File: src/rtl/seq_alu.sv
// seq_alu: sequential ALU with single-cycle arithmetic/logic ops and an optional shift-add multiplier.
// Define SEQ_ALU_MUL_EN to build the multiplier (opcode C); without it opcode C is reported as illegal.
module seq_alu #(
  parameter int unsigned WIDTH = 8
) (
  input  logic             clk,
  input  logic             rst,
  input  logic             start,
  input  logic [3:0]       op,
  input  logic [WIDTH-1:0] ac_in,
  input  logic [WIDTH-1:0] bus_in,
  output logic             busy,
  output logic             done,
  output logic [WIDTH-1:0] result,
  output logic [WIDTH-1:0] result_hi,
  output logic             flag_z,
  output logic             flag_n,
  output logic             flag_c,
  output logic             flag_v,
  output logic             err
);

  localparam int unsigned MSB = WIDTH - 1;

  localparam logic [3:0] OP_ADD  = 4'h0;
  localparam logic [3:0] OP_SUB  = 4'h1;
  localparam logic [3:0] OP_INC  = 4'h2;
  localparam logic [3:0] OP_ADC  = 4'h3;
  localparam logic [3:0] OP_AND  = 4'h4;
  localparam logic [3:0] OP_OR   = 4'h5;
  localparam logic [3:0] OP_XOR  = 4'h6;
  localparam logic [3:0] OP_NOT  = 4'h7;
  localparam logic [3:0] OP_PASS = 4'h8;
  localparam logic [3:0] OP_CLR  = 4'h9;
  localparam logic [3:0] OP_SHL  = 4'hA;
  localparam logic [3:0] OP_SHR  = 4'hB;

  logic [WIDTH-1:0] add_y;
  logic             add_cin;
  logic [WIDTH:0]   add_sum;
  logic [WIDTH-1:0] alu_res;
  logic             alu_c;
  logic             alu_v;
  logic             alu_legal;

  // Shared adder: SUB is A + ~B + 1, INC is A + 0 + 1, ADC feeds back the carry flag.
  always_comb begin
    add_y   = bus_in;
    add_cin = 1'b0;
    case (op)
      OP_SUB: begin
        add_y   = ~bus_in;
        add_cin = 1'b1;
      end
      OP_INC: begin
        add_y   = '0;
        add_cin = 1'b1;
      end
      OP_ADC:  add_cin = flag_c;
      default: ;
    endcase
    add_sum = {1'b0, ac_in} + {1'b0, add_y} + (WIDTH+1)'(add_cin);
  end

  // Single-cycle result and carry/overflow; unlisted opcodes are illegal here.
  always_comb begin
    alu_res   = '0;
    alu_c     = 1'b0;
    alu_v     = 1'b0;
    alu_legal = 1'b1;
    case (op)
      OP_ADD, OP_SUB, OP_INC, OP_ADC: begin
        alu_res = add_sum[MSB:0];
        alu_c   = add_sum[WIDTH];
        alu_v   = (ac_in[MSB] == add_y[MSB]) && (add_sum[MSB] != ac_in[MSB]);
      end
      OP_AND:  alu_res = ac_in & bus_in;
      OP_OR:   alu_res = ac_in | bus_in;
      OP_XOR:  alu_res = ac_in ^ bus_in;
      OP_NOT:  alu_res = ~ac_in;
      OP_PASS: alu_res = bus_in;
      OP_CLR:  alu_res = '0;
      OP_SHL: begin
        alu_res = {ac_in[MSB-1:0], 1'b0};
        alu_c   = ac_in[MSB];
      end
      OP_SHR: begin
        alu_res = {1'b0, ac_in[MSB:1]};
        alu_c   = ac_in[0];
      end
      default: alu_legal = 1'b0;
    endcase
  end

`ifdef SEQ_ALU_MUL_EN
  localparam logic [3:0]  OP_MUL = 4'hC;
  localparam int unsigned CNT_W  = $clog2(WIDTH);

  typedef enum logic {S_IDLE, S_MUL} state_t;

  state_t           state;
  logic [CNT_W-1:0] cnt;
  logic [WIDTH-1:0] mcand;
  logic [WIDTH-1:0] prod_hi;
  logic [WIDTH-1:0] prod_lo;
  logic [WIDTH:0]   mul_sum;
  logic [WIDTH-1:0] nxt_hi;
  logic [WIDTH-1:0] nxt_lo;

  // One shift-add step: prod_lo starts as the multiplier and is shifted out LSB first.
  always_comb begin
    mul_sum = {1'b0, prod_hi} + {1'b0, mcand & {WIDTH{prod_lo[0]}}};
    nxt_hi  = mul_sum[WIDTH:1];
    nxt_lo  = {mul_sum[0], prod_lo[MSB:1]};
  end
`else
  assign busy      = 1'b0;
  assign result_hi = '0;
`endif

  always_ff @(posedge clk) begin
    if (rst) begin
      done    <= 1'b0;
      err     <= 1'b0;
      result  <= '0;
      flag_z  <= 1'b0;
      flag_n  <= 1'b0;
      flag_c  <= 1'b0;
      flag_v  <= 1'b0;
`ifdef SEQ_ALU_MUL_EN
      state     <= S_IDLE;
      busy      <= 1'b0;
      cnt       <= '0;
      result_hi <= '0;
      mcand     <= '0;
      prod_hi   <= '0;
      prod_lo   <= '0;
`endif
    end else begin
      done <= 1'b0;
      err  <= 1'b0;
`ifdef SEQ_ALU_MUL_EN
      if (state == S_MUL) begin
        prod_hi <= nxt_hi;
        prod_lo <= nxt_lo;
        cnt     <= cnt + CNT_W'(1);
        // Last iteration: publish the product and return to IDLE in the same edge.
        if (cnt == CNT_W'(WIDTH - 1)) begin
          state     <= S_IDLE;
          busy      <= 1'b0;
          cnt       <= '0;
          done      <= 1'b1;
          result    <= nxt_lo;
          result_hi <= nxt_hi;
          flag_z    <= ~|{nxt_hi, nxt_lo};
          flag_n    <= nxt_hi[MSB];
          flag_c    <= |nxt_hi;
          flag_v    <= 1'b0;
        end
      end else
`endif
      if (start) begin
`ifdef SEQ_ALU_MUL_EN
        if (op == OP_MUL) begin
          state   <= S_MUL;
          busy    <= 1'b1;
          cnt     <= '0;
          mcand   <= ac_in;
          prod_hi <= '0;
          prod_lo <= bus_in;
        end else
`endif
        if (alu_legal) begin
          done   <= 1'b1;
          result <= alu_res;
          flag_z <= ~|alu_res;
          flag_n <= alu_res[MSB];
          flag_c <= alu_c;
          flag_v <= alu_v;
`ifdef SEQ_ALU_MUL_EN
          result_hi <= '0;
`endif
        end else begin
          done <= 1'b1;
          err  <= 1'b1;
        end
      end
    end
  end

endmodule

File: config.mk
export PLATFORM = sky130hd
export DESIGN_NAME = seq_alu
export DESIGN_NICKNAME = d
export VERILOG_FILES = /design/src/rtl/seq_alu.sv
export SDC_FILE = /design/constraint.sdc
export NUM_CORES = 1
export LEC_CHECK = 0
export ABC_AREA = 1
export CORE_ASPECT_RATIO = 0.8
export CORE_MARGIN = 1
export CORE_UTILIZATION = 46
export CTS_CLUSTER_SIZE = 20
export DETAILED_ROUTE_END_ITERATION = 10
export PLACE_DENSITY = 0.78
export SKIP_LAST_GASP = 1
export SYNTH_ARGS = -nofsm -noshare
export SYNTH_HDL_FRONTEND = slang
export SYNTH_SLANG_ARGS = --single-unit
File: constraint.sdc
create_clock -name clk -period 2.7 [get_ports clk]
set_input_delay 0.405 -clock clk [delete_from_list [all_inputs] [get_ports clk]]
set_output_delay 0.405 -clock clk [all_outputs]
set_load 0.02 [all_outputs]
==> results of run 1 <==
[routing by layer]
metal / wire [µm] / up-vias / global-route usage [%]
met1: 2670 / 1046 / 39.1
met3: 429 / 10 / 3.20
met4: 93 / 0 / 5.93
met5: 0 / - / 0
met2: 2640 / 106 / 45.9
li1: - / 1151 / -
[final timing paths]
path                                           from             endpoint  slack [ps]  depth (start not counted)
worst max register to register  flag_c$_SDFFE_PP0P_  flag_z$_SDFFE_PP0P_         480                         15
worst min register to register  flag_z$_SDFFE_PP0P_  flag_z$_SDFFE_PP0P_         490                          2
worst max-delay path                      bus_in[0]  flag_z$_SDFFE_PP0P_          80                         17
worst min-delay path            flag_z$_SDFFE_PP0P_  flag_z$_SDFFE_PP0P_         490                          2
[cells in the mapped netlist]
cell                       instances
sky130_fd_sc_hd__ha_1             23
sky130_fd_sc_hd__o21ai_0          17
sky130_fd_sc_hd__nand2_1          92
sky130_fd_sc_hd__or2_2             1
sky130_fd_sc_hd__nor3_1            1
sky130_fd_sc_hd__nor2_1           42
sky130_fd_sc_hd__nand2_2           1
sky130_fd_sc_hd__dfxtp_1          13
sky130_fd_sc_hd__nand3_1          32
sky130_fd_sc_hd__a21oi_1          11
sky130_fd_sc_hd__clkbuf_1          2
sky130_fd_sc_hd__conb_1            1
sky130_fd_sc_hd__nor2_2            7
sky130_fd_sc_hd__xor2_1            1
sky130_fd_sc_hd__nor4_1            1
sky130_fd_sc_hd__nand3b_1          6
sky130_fd_sc_hd__inv_1            46
sky130_fd_sc_hd__a221oi_1          1
sky130_fd_sc_hd__buf_2             1
sky130_fd_sc_hd__buf_4            11
sky130_fd_sc_hd__o21ai_4           1
sky130_fd_sc_hd__nand3_2           3
sky130_fd_sc_hd__or2_1             1
sky130_fd_sc_hd__inv_2             2
sky130_fd_sc_hd__a21oi_2           1
sky130_fd_sc_hd__buf_6             2
sky130_fd_sc_hd__nor2_4            1
sky130_fd_sc_hd__o211ai_1          2
sky130_fd_sc_hd__fa_1              2
sky130_fd_sc_hd__nand4_1           3
[flip-flops by register name (all words and copies together), names as in the netlist]
name / cells
flag_c: 1
err: 1
done: 1
flag_z: 1
flag_v: 1
result: 8
[layout make-up]
| class | count | area share [%] |
|---|---|---|
| Clock buffer | 4 | 1.72 |
| Timing Repair Buffer | 69 | 23.1 |
| Sequential cell | 13 | 9.94 |
| Tap cell | 55 | 2.63 |
| Inverter | 48 | 6.88 |
| Multi-Input combinational cell | 259 | 55.7 |
[power by group through the flow]
stage	combinational (mW)	sequential [mW]	clock, mW
floorplan	0.218	0.232	0
global placement	0.384	0.216	0
detailed placement	0.390	0.216	0
CTS	0.401	0.212	0.178
global route	0.462	0.213	0.185
finish	0.418	0.212	0.173
[cell families (layout without fill, tap and decap cells)]
| kind of cell | count (synthesis) | after routing | synth area share [%] |
|---|---|---|---|
| AO/OA/AOI/OAI | 33 | 33 | 9.79 |
| XOR/XNOR | 1 | 1 | 0.454 |
| adder cells (fa/ha/maj) | 25 | 25 | 17.0 |
| buffers and inverters | 64 | 121 | 15.4 |
| flip-flops | 13 | 13 | 13.5 |
| other | 1 | 9 | 0.194 |
| AND/OR/NAND/NOR | 191 | 191 | 43.6 |
[timing repair]
item | CTS | global route
gates resized for setup | 18 | 13
pin swaps | 5 | 11
endpoints found under the setup margin | 9 | 6
buffers inserted | 2 | 2
hold buffers | 0 | 0
gates cloned | 0 | 0
[through the flow]
step                TNS [ps]  instances
floorplan                  0        336
global placement       -2750        440
detailed placement     -3560        440
CTS                        0        446
global route           -7.22        448
finish                     0        448
[worst max-delay path, cell delays in order]
cell,delay [ps]
sky130_fd_sc_hd__clkdlybuf4s50_1,490
sky130_fd_sc_hd__inv_1,100
sky130_fd_sc_hd__nand2_1,110
sky130_fd_sc_hd__o21ai_2,80
sky130_fd_sc_hd__fa_2,360
sky130_fd_sc_hd__inv_1,80
sky130_fd_sc_hd__fa_2,190
sky130_fd_sc_hd__inv_1,40
sky130_fd_sc_hd__nand2_1,80
sky130_fd_sc_hd__nand2_2,80
sky130_fd_sc_hd__a21oi_1,150
sky130_fd_sc_hd__nor2_1,80
sky130_fd_sc_hd__nor2_2,140
sky130_fd_sc_hd__nand2_1,100
sky130_fd_sc_hd__nor2_2,130
sky130_fd_sc_hd__nand3_2,80
sky130_fd_sc_hd__a21oi_2,110
==> metrics.log, run 1 <==
[metrics] combinational fraction of design power: 52.1%
[metrics] post-synth top area cell: sky130_fd_sc_hd__nand2_1
[metrics] signed area change from the synthesized netlist to the final layout: 35.7%
[metrics] commonest cells after routing, fill and taps aside: 88 x sky130_fd_sc_hd__nand2_1, 43 x sky130_fd_sc_hd__inv_1, 39 x sky130_fd_sc_hd__nor2_1
[metrics] part of the cycle the worst path needs: 97.1%
[metrics] count of distinct cell types in the synthesized netlist: 30
[metrics] Sw Share: 39.1%
[metrics] number of endpoints with negative hold slack in the final report: 0
[metrics] vias per cell: 5.16
[metrics] number of ports placed on the die boundary: 46
[metrics] register share of total power: 26.4%
[metrics] average cell area after synthesis: 5.88 µm²
[metrics] fill cell instance count of the final layout: 360
[metrics] CTS tree: done
[metrics] worst slack at placement: -516 ps
[metrics] Horiz. Die Dim: 74.4 µm
[metrics] number of max-slew violations in the final report: 0
[metrics] first drt pass iteration count: 4
[metrics] overall global routing resource usage: 27.9%
[metrics] Initial Utilization: 49.4%
[metrics] launching element type of the critical path: input port
[metrics] Least-Margin Pin Slew: 947 ps
[metrics] detailed-route wire length: 5840 µm
[metrics] number of antenna violations at the first check in global routing: 0
[metrics] critical path data arrival time: 2800 ps
[metrics] number of remaining DRC errors: 0
[metrics] ratio of total power to cell area: 306 nW/µm²
[metrics] height of the die: 59.9 µm
[metrics] post-detailed-placement cell area: 2490 µm²
[metrics] total area of multi-input combinational cells: 1460 µm²
[metrics] Leakage Power: 1.40 nW
[metrics] number of buffers on the longest clock path: 2
[metrics] highest clock frequency the design can meet: 0.381 GHz
[metrics] fraction of layout cells with a size suffix above 1: 17.8%
[metrics] min setup slack post-route: 78.3 ps
[metrics] H-tree depth reported by CTS: 1
[metrics] max_slew headroom: 36.6%
[metrics] largest net degree at the start of global routing: 18
[metrics] total number of vias: 2313
[metrics] leading post-synthesis cells by cell area: sky130_fd_sc_hd__nand2_1 18%, sky130_fd_sc_hd__ha_1 15%, sky130_fd_sc_hd__dfxtp_1 13%, sky130_fd_sc_hd__inv_1 8.9%, sky130_fd_sc_hd__nand3_1 8.3%
[metrics] crit path capture type: flip-flop
[metrics] P_int: 0.489 mW
[metrics] NetSw: 0.313 mW
[metrics] biggest fanout along the worst timing path: 3
[metrics] largest clock skew in the final design: 1.98 ps
[metrics] worst supply voltage drop on vdd: 0.000176 V
[metrics] Core ar.: 3900 µm²
[metrics] residual overflow from global routing: 0
[metrics] ant diodes: 0
[metrics] clock-pin slew reported for the worst setup and hold paths after clock tree synthesis: 50 ps
[metrics] part of the power in the clock network: 21.5%
[metrics] post-DP HPWL: 4460 µm
[metrics] final weighted congestion in routability-driven placement: 0.970
[metrics] max-cap violations: 0
[metrics] number of standard cells after synthesis: 328
[metrics] number of global-route vias before repair: 2088
[metrics] # port buffers: 36
[metrics] outcome: finished, final reports clean
[metrics] Site Rows: 20
[metrics] critical path required time: 2880 ps
[metrics] Setup Crit Path Kind: input port to flip-flop
[metrics] initial DRC count: 180
[metrics] clock root cell: sky130_fd_sc_hd__clkbuf_8
[metrics] share of the core filled with cells: 67.1%
[metrics] CTS Sinks: 13
[metrics] most common cell after layout, fill and taps aside: sky130_fd_sc_hd__nand2_1
[metrics] Worst Hold Margin: 490 ps
[metrics] warnings from Yosys: 0
[metrics] post-route antenna net violation count: 0
[metrics] register cell area after layout: 260 µm²
[metrics] top cell type's share of synthesized area: 17.9%
[metrics] final critical-path required period: 2620 ps
[metrics] wire length of the first global-routing pass: 9410 µm
[metrics] net total in the final layout: 442
[metrics] Final Total Pwr: 0.802 mW
[metrics] #FFs+latches synth: 13
[metrics] type of the worst min-delay path: flip-flop to flip-flop
[metrics] area of the die: 4460 µm²
[metrics] post-route cell area: 2620 µm²
[metrics] number of buffers created by CTS: 3
[metrics] routed wirelength normalized by instance count: 13.0 µm
[metrics] clock latency reported for the late side of the worst-skew pair: 250 ps
[metrics] number of setup violations in the final report: 0
[metrics] netlist area before placement: 1930 µm²
[metrics] share of the yosys chip area belonging to registers: 13.5%
(Power assumes the default switching activity.)
==> run 2, diff against run 1 <==
Settings changed: CORE_ASPECT_RATIO 0.8 to 0.9.
==> run 2 against run 1 <==
Hold slack worse by 17 ps; via count rose by 0.13%; final area grew 1.2%; register-to-register slack about the same; first-iteration DRC count decreased by 19%; flip-flop and latch count did not move; count of clock-buffer cells in the layout unchanged; non-clock buffer count increased by 3; global-route usage is 1.8 points lower; combinational power up 4%; worst setup slack improved by 44 ps.
==> metrics.log, run 2 (same netlist as run 1, synthesis figures left out) <==
[metrics] outcome: finished, final reports clean
[metrics] number of antenna violations at the first check in global routing: 0 (unchanged)
[metrics] critical path required time: 2870 ps (about the same)
[metrics] Setup Crit Path Kind: input port to flip-flop
[metrics] number of ports placed on the die boundary: 46 (unchanged)
[metrics] net total in the final layout: 445 (+0.68%)
[metrics] signed area change from the synthesized netlist to the final layout: 37.3%
[metrics] wire length of the first global-routing pass: 9440 µm (+0.30%)
[metrics] routing layer with the top usage in global route: met2
[metrics] register name with the most flops: result
[metrics] GR met2 Demand/Resource: 39.9% (-6.1 points)
[metrics] detailed-route wire length: 5790 µm (-0.75%)
[metrics] # port buffers: 36 (unchanged)
[metrics] launching element type of the critical path: input port
[metrics] Final Total Pwr: 0.812 mW (+1.3%)
[metrics] post-DP HPWL: 4490 µm (+0.65%)
[metrics] residual overflow from global routing: 0 (unchanged)
[metrics] number of remaining DRC errors: 0 (unchanged)
[metrics] number of max-slew violations in the final report: 0 (unchanged)
[metrics] gate family responsible for the most delay along the worst path: simple AND/OR/NAND/NOR gates
[metrics] number of setup violations in the final report: 0 (unchanged)
[metrics] met3 Use GR: 6.24% (+3.0 points)
[metrics] part of the cycle the worst path needs: 95.5% (-1.6 points)
[metrics] setup repair after global routing missed its margin: no
[metrics] # placed instances: 437 (-0.68%)
[metrics] clock-pin slew reported for the worst setup and hold paths after clock tree synthesis: 50 ps (about the same)
[metrics] number of endpoints with negative hold slack in the final report: 0 (unchanged)
[metrics] ratio of total power to cell area: 307 nW/µm² (about the same)
[metrics] critical path data arrival time: 2750 ps (-50 ps)
[metrics] Critical Path Most Common Cell: sky130_fd_sc_hd__nand2_1
[metrics] highest clock frequency the design can meet: 0.388 GHz (+1.7%)
[metrics] worst reg2reg startpoint: flag_c$_SDFFE_PP0P_
[metrics] clock root cell: sky130_fd_sc_hd__clkbuf_8
[metrics] final weighted congestion in routability-driven placement: 0.996 (+2.7%)
[metrics] biggest fanout along the worst timing path: 3 (unchanged)
[metrics] clock latency reported for the late side of the worst-skew pair: 240 ps (about the same)
[metrics] ant diodes: 0 (unchanged)
[metrics] hold path startpoint: flag_v$_SDFFE_PP0P_
[metrics] post-route antenna net violation count: 0 (unchanged)
[metrics] area of the die: 4460 µm² (about the same)
[metrics] worst hold path endpoint: flag_v$_SDFFE_PP0P_
[metrics] Horiz. Die Dim: 70.3 µm (-5.6%)
[metrics] CTS Sinks: 13 (unchanged)
[metrics] largest clock skew in the final design: 0.279 ps (-1.70 ps)
[metrics] Site Rows: 21 (+5.0%)
[metrics] commonest cells after routing, fill and taps aside: 82 x sky130_fd_sc_hd__nand2_1, 40 x sky130_fd_sc_hd__inv_1, 36 x sky130_fd_sc_hd__nor2_1
[metrics] Crit Reg-Reg Endpoint: flag_z$_SDFFE_PP0P_
[metrics] max-cap violations: 0 (unchanged)
[metrics] biggest cell delay along the critical path: 510 ps (+20 ps)
[metrics] buffers and inverters on the worst path: 5 (+1)
[metrics] Register-to-Register Path Depth: 15 (unchanged)
[metrics] number of instances on the worst hold path: 2 (unchanged)
[metrics] Leakage Power: 1.41 nW (+0.93%)
[metrics] FF-to-FF setup slack: 480 ps (about the same)
[metrics] CTS tree: done
[metrics] initial DRC count: 145 (-19%)
[metrics] Initial Utilization: 50.0% (+0.53 points)
[metrics] crit path capture type: flip-flop
[metrics] Worst Hold Margin: 473 ps (-16.8 ps)
[metrics] largest net degree at the start of global routing: 13 (-5)
[metrics] final critical-path required period: 2580 ps (-44.3 ps)
[metrics] Critical Path Slowest Stage Cell: sky130_fd_sc_hd__fa_2
[metrics] Least-Margin Pin Slew: 925 ps (-21.9 ps)
[metrics] max_slew headroom: 38.1% (+1.5 points)
[metrics] fraction of layout cells with a size suffix above 1: 22.0% (+4.2 points)
[metrics] routed wirelength normalized by instance count: 13.1 µm (+0.59%)
[metrics] final standard cell count with taps included and fillers excluded: 442 (-1.3%)
[metrics] most common cell after layout, fill and taps aside: sky130_fd_sc_hd__nand2_1
[metrics] number of flip-flops under the largest register name: 8 (unchanged)
[metrics] Core ar.: 3860 µm² (-1.1%)
[metrics] H-tree depth reported by CTS: 1 (unchanged)
[metrics] type of the worst min-delay path: flip-flop to flip-flop
[metrics] height of the die: 63.4 µm (+5.9%)
[metrics] first drt pass iteration count: 5 (+1)
[metrics] number of buffers on the longest clock path: 2 (unchanged)
[metrics] overall global routing resource usage: 26.1% (-1.8 points)
[metrics] number of buffers created by CTS: 3 (unchanged)
[metrics] vias per cell: 5.24 (+1.5%)
[metrics] met1 GRT Util: 35.9% (-3.1 points)
[metrics] number of global-route vias before repair: 2040 (-2.3%)
[metrics] crit path cell chain: dlygate4sd2_1 > buf_4 > inv_1 > nand2_1 > nand3_1 > nand2_2 > fa_2 > inv_2 > fa_2 > inv_1 > nand2_1 > nand2_1 > nor2_2 > nand2_2 > nor2_2 > nand2_1 > nor2_2 > nand3_2 > a21oi_2
[metrics] worst supply voltage drop on vdd: 0.000188 V (+6.7%)
[metrics] total number of vias: 2316 (+0.13%)
run 2: cell count changes in the layout (fill, tap and decap cells not counted), moves of 3 or more:
cell / delta
sky130_fd_sc_hd__buf_4: +4
sky130_fd_sc_hd__inv_1: -3
sky130_fd_sc_hd__inv_2: +3
sky130_fd_sc_hd__nand2_1: -6
sky130_fd_sc_hd__nand2_2: +6
sky130_fd_sc_hd__nor2_1: -3
sky130_fd_sc_hd__nor2_2: +3
run 2: per-stage QoR:
stage / utilization, % / area, µm² / setup WS [ps] / TNS [ps]
3_3_place_gp: 65.3 / 2520 / -383 / -2650
4_1_cts: 67.4 / 2600 / 98.5 / 0
6_report: 68.6 / 2650 / 123 / 0
5_1_grt: 68.6 / 2650 / 8.52 / 0
2_1_floorplan: - / 1960 / 2.42 / 0
3_5_place_dp: 65.3 / 2520 / -533 / -3660
run 2: worst register-to-register path: stages, from the launching register on:
cell,delay (ps)
sky130_fd_sc_hd__dfxtp_1,380
sky130_fd_sc_hd__nand3_1,120
sky130_fd_sc_hd__nand2_2,90
sky130_fd_sc_hd__fa_2,210
sky130_fd_sc_hd__inv_2,40
sky130_fd_sc_hd__fa_2,510
sky130_fd_sc_hd__inv_1,30
sky130_fd_sc_hd__nand2_1,60
sky130_fd_sc_hd__nand2_1,60
sky130_fd_sc_hd__nor2_2,110
sky130_fd_sc_hd__nand2_2,90
sky130_fd_sc_hd__nor2_2,80
sky130_fd_sc_hd__nand2_1,70
sky130_fd_sc_hd__nor2_2,110
sky130_fd_sc_hd__nand3_2,70
sky130_fd_sc_hd__a21oi_2,130
run 2: timing repair:
item / in CTS / in global routing
pin swaps: 5 / 16
hold buffers: 0 / 0
setup endpoints to repair: 9 / 4
gates resized for setup: 20 / 23
setup buffers: 0 / 1
run 2: per-layer routing:
layer | part of all wire [%] | vias to the layer above | wire, µm
met4 | 1.8 | 0 | 102
met3 | 9.2 | 10 | 532
met1 | 45 | 1025 | 2630
met2 | 44 | 126 | 2530
li1 | - | 1155 | -
met5 | 0 | - | 0
run 2: area by class of cell:
class | instances | area [µm²]
clock buffer | 4 | 45.0
timing repair buffer | 72 | 622
fill | 342 | 1210
inverter | 48 | 180
tap | 46 | 57.6
sequential | 13 | 260
multi-input combinational | 259 | 1480
run 2: where the power goes:
part / total [mW] / leakage [nW] / switching [mW] / internal, mW
logic: 0.433 / 1.28 / 0.247 / 0.186
registers: 0.213 / 0.107 / 0.00734 / 0.205
clock network: 0.167 / 0.0228 / 0.0633 / 0.104
total: 0.812 / 1.41 / 0.317 / 0.495
run 2: how the worst max path moves through the flow:
stage	from	endpoint	slack, ps	depth (start not counted)
4_1_cts	op[2]	flag_z$_SDFFE_PP0P_	100	18
2_1_floorplan	op[3]	flag_z$_SDFFE_PP0P_	2	20
3_5_place_dp	op[3]	flag_z$_SDFFE_PP0P_	-530	20
5_1_grt	op[0]	flag_z$_SDFFE_PP0P_	9	19
3_3_place_gp	op[3]	flag_z$_SDFFE_PP0P_	-380	20
6_report	op[1]	flag_z$_SDFFE_PP0P_	120	19
==> run 3, diff against run 2 <==
Settings changed: CAP_MARGIN set to 20, MAX_ROUTING_LAYER set to met4.
==> run 3 against run 2 <==
Hold slack worse by 5.7 ps; highest routed layer unchanged; largest cell class unchanged; critical endpoint unchanged; register-to-register slack worse by 20 ps; critical path type unchanged; clock power increased by 7%.
==> metrics.log, run 3 (same netlist as run 1, synthesis figures left out) <==
[metrics] outcome: finished, final reports clean
[metrics] number of max-slew violations in the final report: 0 (unchanged)
[metrics] number of global-route vias before repair: 2170 (+6.4%)
[metrics] initial DRC count: 141 (-2.8%)
[metrics] NetSw: 0.322 mW (+1.4%)
[metrics] largest clock skew in the final design: 0.489 ps (+0.211 ps)
[metrics] total area of multi-input combinational cells: 1450 µm² (-2.5%)
[metrics] FF-to-FF setup slack: 460 ps (-20 ps)
[metrics] net total in the final layout: 444 (-0.22%)
[metrics] number of flip-flops under the largest register name: 8 (unchanged)
[metrics] Critical path origin: op[3]
[metrics] final standard cell count with taps included and fillers excluded: 441 (-0.23%)
[metrics] P_int: 0.493 mW (-0.44%)
[metrics] height of the die: 63.4 µm (unchanged)
[metrics] residual overflow from global routing: 0 (unchanged)
[metrics] CTS tree: done
[metrics] H-tree depth reported by CTS: 1 (unchanged)
[metrics] fraction of layout cells with a size suffix above 1: 20.0% (-2.0 points)
[metrics] Crit Reg-Reg Endpoint: flag_z$_SDFFE_PP0P_
[metrics] Site Rows: 21 (unchanged)
[metrics] ant diodes: 0 (unchanged)
[metrics] worst reg2reg startpoint: flag_c$_SDFFE_PP0P_
[metrics] setup repair after global routing missed its margin: no
[metrics] combinational fraction of design power: 52.0% (-1.2 points)
[metrics] number of buffers inserted by hold repair at cts: 0 (unchanged)
[metrics] number of endpoints with negative hold slack in the final report: 0 (unchanged)
[metrics] largest net degree at the start of global routing: 14 (+1)
[metrics] detailed-route wire length: 5910 µm (+2.0%)
[metrics] number of buffers created by CTS: 3 (unchanged)
[metrics] timing endpoint of the critical path: flag_z$_SDFFE_PP0P_
[metrics] max-cap violations: 0 (unchanged)
[metrics] final weighted congestion in routability-driven placement: 0.941 (-5.6%)
[metrics] number of setup violations in the final report: 0 (unchanged)
[metrics] signed area change from the synthesized netlist to the final layout: 34.9%
[metrics] register name with the most flops: result
[metrics] Register-to-Register Path Depth: 15 (unchanged)
[metrics] critical path data arrival time: 2660 ps (-90 ps)
[metrics] post-DP HPWL: 4720 µm (+5.1%)
[metrics] register cell area after layout: 260 µm² (unchanged)
[metrics] part of the power in the clock network: 21.9% (+1.3 points)
[metrics] max_slew headroom: 41.6% (+3.5 points)
[metrics] clock-pin slew reported for the worst setup and hold paths after clock tree synthesis: 60 ps (about the same)
[metrics] worst supply voltage drop on vdd: 0.000180 V (-4.1%)
[metrics] crit path capture type: flip-flop
[metrics] number of ports placed on the die boundary: 46 (unchanged)
[metrics] clock latency reported for the late side of the worst-skew pair: 250 ps (about the same)
[metrics] wire length of the first global-routing pass: 9970 µm (+5.6%)
[metrics] Leakage Power: 1.40 nW (-0.78%)
[metrics] number of antenna violations at the first check in global routing: 0 (unchanged)
[metrics] routed wirelength normalized by instance count: 13.4 µm (+2.2%)
[metrics] share of the core filled with cells: 67.4% (-1.2 points)
[metrics] total number of vias: 2305 (-0.47%)
[metrics] Sw Share: 39.5% (+0.44 points)
[metrics] CTS Sinks: 13 (unchanged)
[metrics] first drt pass iteration count: 5 (unchanged)
[metrics] most common cell after layout, fill and taps aside: sky130_fd_sc_hd__nand2_1
[metrics] ratio of total power to cell area: 313 nW/µm² (+2.1%)
[metrics] post-detailed-placement cell area: 2510 µm² (-0.30%)
[metrics] Setup Crit Path Kind: input port to flip-flop
[metrics] # placed instances: 436 (-0.23%)
[metrics] Least-Margin Pin Slew: 872 ps (-52.4 ps)
[metrics] clock root cell: sky130_fd_sc_hd__clkbuf_8
[metrics] biggest fanout along the worst timing path: 4 (+1)
[metrics] post-route cell area: 2600 µm² (-1.7%)
[metrics] type of the worst min-delay path: flip-flop to flip-flop
[metrics] number of remaining DRC errors: 0 (unchanged)
[metrics] area of the die: 4460 µm² (unchanged)
[metrics] launching element type of the critical path: input port
[metrics] fill cell instance count of the final layout: 364 (+6.4%)
[metrics] overall global routing resource usage: 28.8% (+2.7 points)
[metrics] Core ar.: 3860 µm² (unchanged)
[metrics] highest clock frequency the design can meet: 0.404 GHz (+4.0%)
[metrics] Horiz. Die Dim: 70.3 µm (unchanged)
[metrics] critical path required time: 2880 ps (about the same)
[metrics] part of the cycle the worst path needs: 91.7% (-3.7 points)
[metrics] # port buffers: 36 (unchanged)
[metrics] post-route antenna net violation count: 0 (unchanged)
[metrics] register share of total power: 26.1% (about the same)
[metrics] Initial Utilization: 50.0% (unchanged)
[metrics] number of buffers on the longest clock path: 2 (unchanged)
[metrics] Worst Hold Margin: 467 ps (-5.73 ps)
[metrics] vias per cell: 5.23 (-0.25%)
[metrics] final critical-path required period: 2480 ps (-100 ps)
[metrics] commonest cells after routing, fill and taps aside: 86 x sky130_fd_sc_hd__nand2_1, 39 x sky130_fd_sc_hd__inv_1, 39 x sky130_fd_sc_hd__nor2_1
[run 3: what timing repair did]
item / in CTS / in global routing
setup buffers: 0 / 1
pin swaps: 5 / 10
setup endpoints to repair: 8 / 4
gates resized for setup: 16 / 23
[run 3: power groups by stage]
stage | logic (mW) | clock network (mW) | registers, mW
3_3_place_gp | 0.392 | 0 | 0.216
4_1_cts | 0.410 | 0.181 | 0.212
2_1_floorplan | 0.218 | 0 | 0.232
5_1_grt | 0.470 | 0.194 | 0.214
6_report | 0.424 | 0.178 | 0.213
3_5_place_dp | 0.402 | 0 | 0.216
[run 3: worst min path at each step]
stage | start | to | slack [ps] | depth (start not counted)
after floorplan | start | done$_SDFF_PP0_ | 540 | 2
after global placement | flag_v$_SDFFE_PP0P_ | flag_v$_SDFFE_PP0P_ | 450 | 2
after detailed placement | flag_v$_SDFFE_PP0P_ | flag_v$_SDFFE_PP0P_ | 460 | 2
after CTS | flag_v$_SDFFE_PP0P_ | flag_v$_SDFFE_PP0P_ | 470 | 2
after global routing | flag_z$_SDFFE_PP0P_ | flag_z$_SDFFE_PP0P_ | 500 | 2
final | flag_v$_SDFFE_PP0P_ | flag_v$_SDFFE_PP0P_ | 470 | 2
[run 3: layout make-up]
class,count,share of cell area [%]
Tap cell,46,2.21
Timing Repair Buffer,71,23.6
Inverter,48,6.92
Sequential cell,13,10.0
Multi-Input combinational cell,259,55.6
Clock buffer,4,1.73
[run 3: critical path, stage by stage]
cell	delay (ps)
sky130_fd_sc_hd__clkbuf_2	110
sky130_fd_sc_hd__nor2_4	170
sky130_fd_sc_hd__inv_2	60
sky130_fd_sc_hd__o21ai_4	190
sky130_fd_sc_hd__inv_2	60
sky130_fd_sc_hd__nand2_2	70
sky130_fd_sc_hd__fa_2	190
sky130_fd_sc_hd__inv_1	50
sky130_fd_sc_hd__fa_2	510
sky130_fd_sc_hd__inv_1	40
sky130_fd_sc_hd__nand2_1	60
sky130_fd_sc_hd__nand2_1	50
sky130_fd_sc_hd__nor2_1	100
sky130_fd_sc_hd__nand2_1	80
sky130_fd_sc_hd__nor2_1	100
sky130_fd_sc_hd__nand2_1	70
sky130_fd_sc_hd__nor2_2	110
sky130_fd_sc_hd__nand3_2	80
sky130_fd_sc_hd__a21oi_2	130
[run 3: per-stage QoR]
stage	setup slack, ps	power, mW	setup TNS (ps)
2_1_floorplan	2.42	0.450	0
3_3_place_gp	-388	0.608	-2680
3_5_place_dp	-531	0.618	-3670
4_1_cts	46.1	0.803	0
5_1_grt	58.2	0.878	0
6_report	223	0.815	0
[run 3: layer usage]
| layer | GRT usage, % | wire [µm] |
|---|---|---|
| met2 | 46.0 | 2680 |
| met4 | 6.75 | 104 |
| met5 | - | 0 |
| met1 | 38.8 | 2660 |
| met3 | 3.36 | 460 |
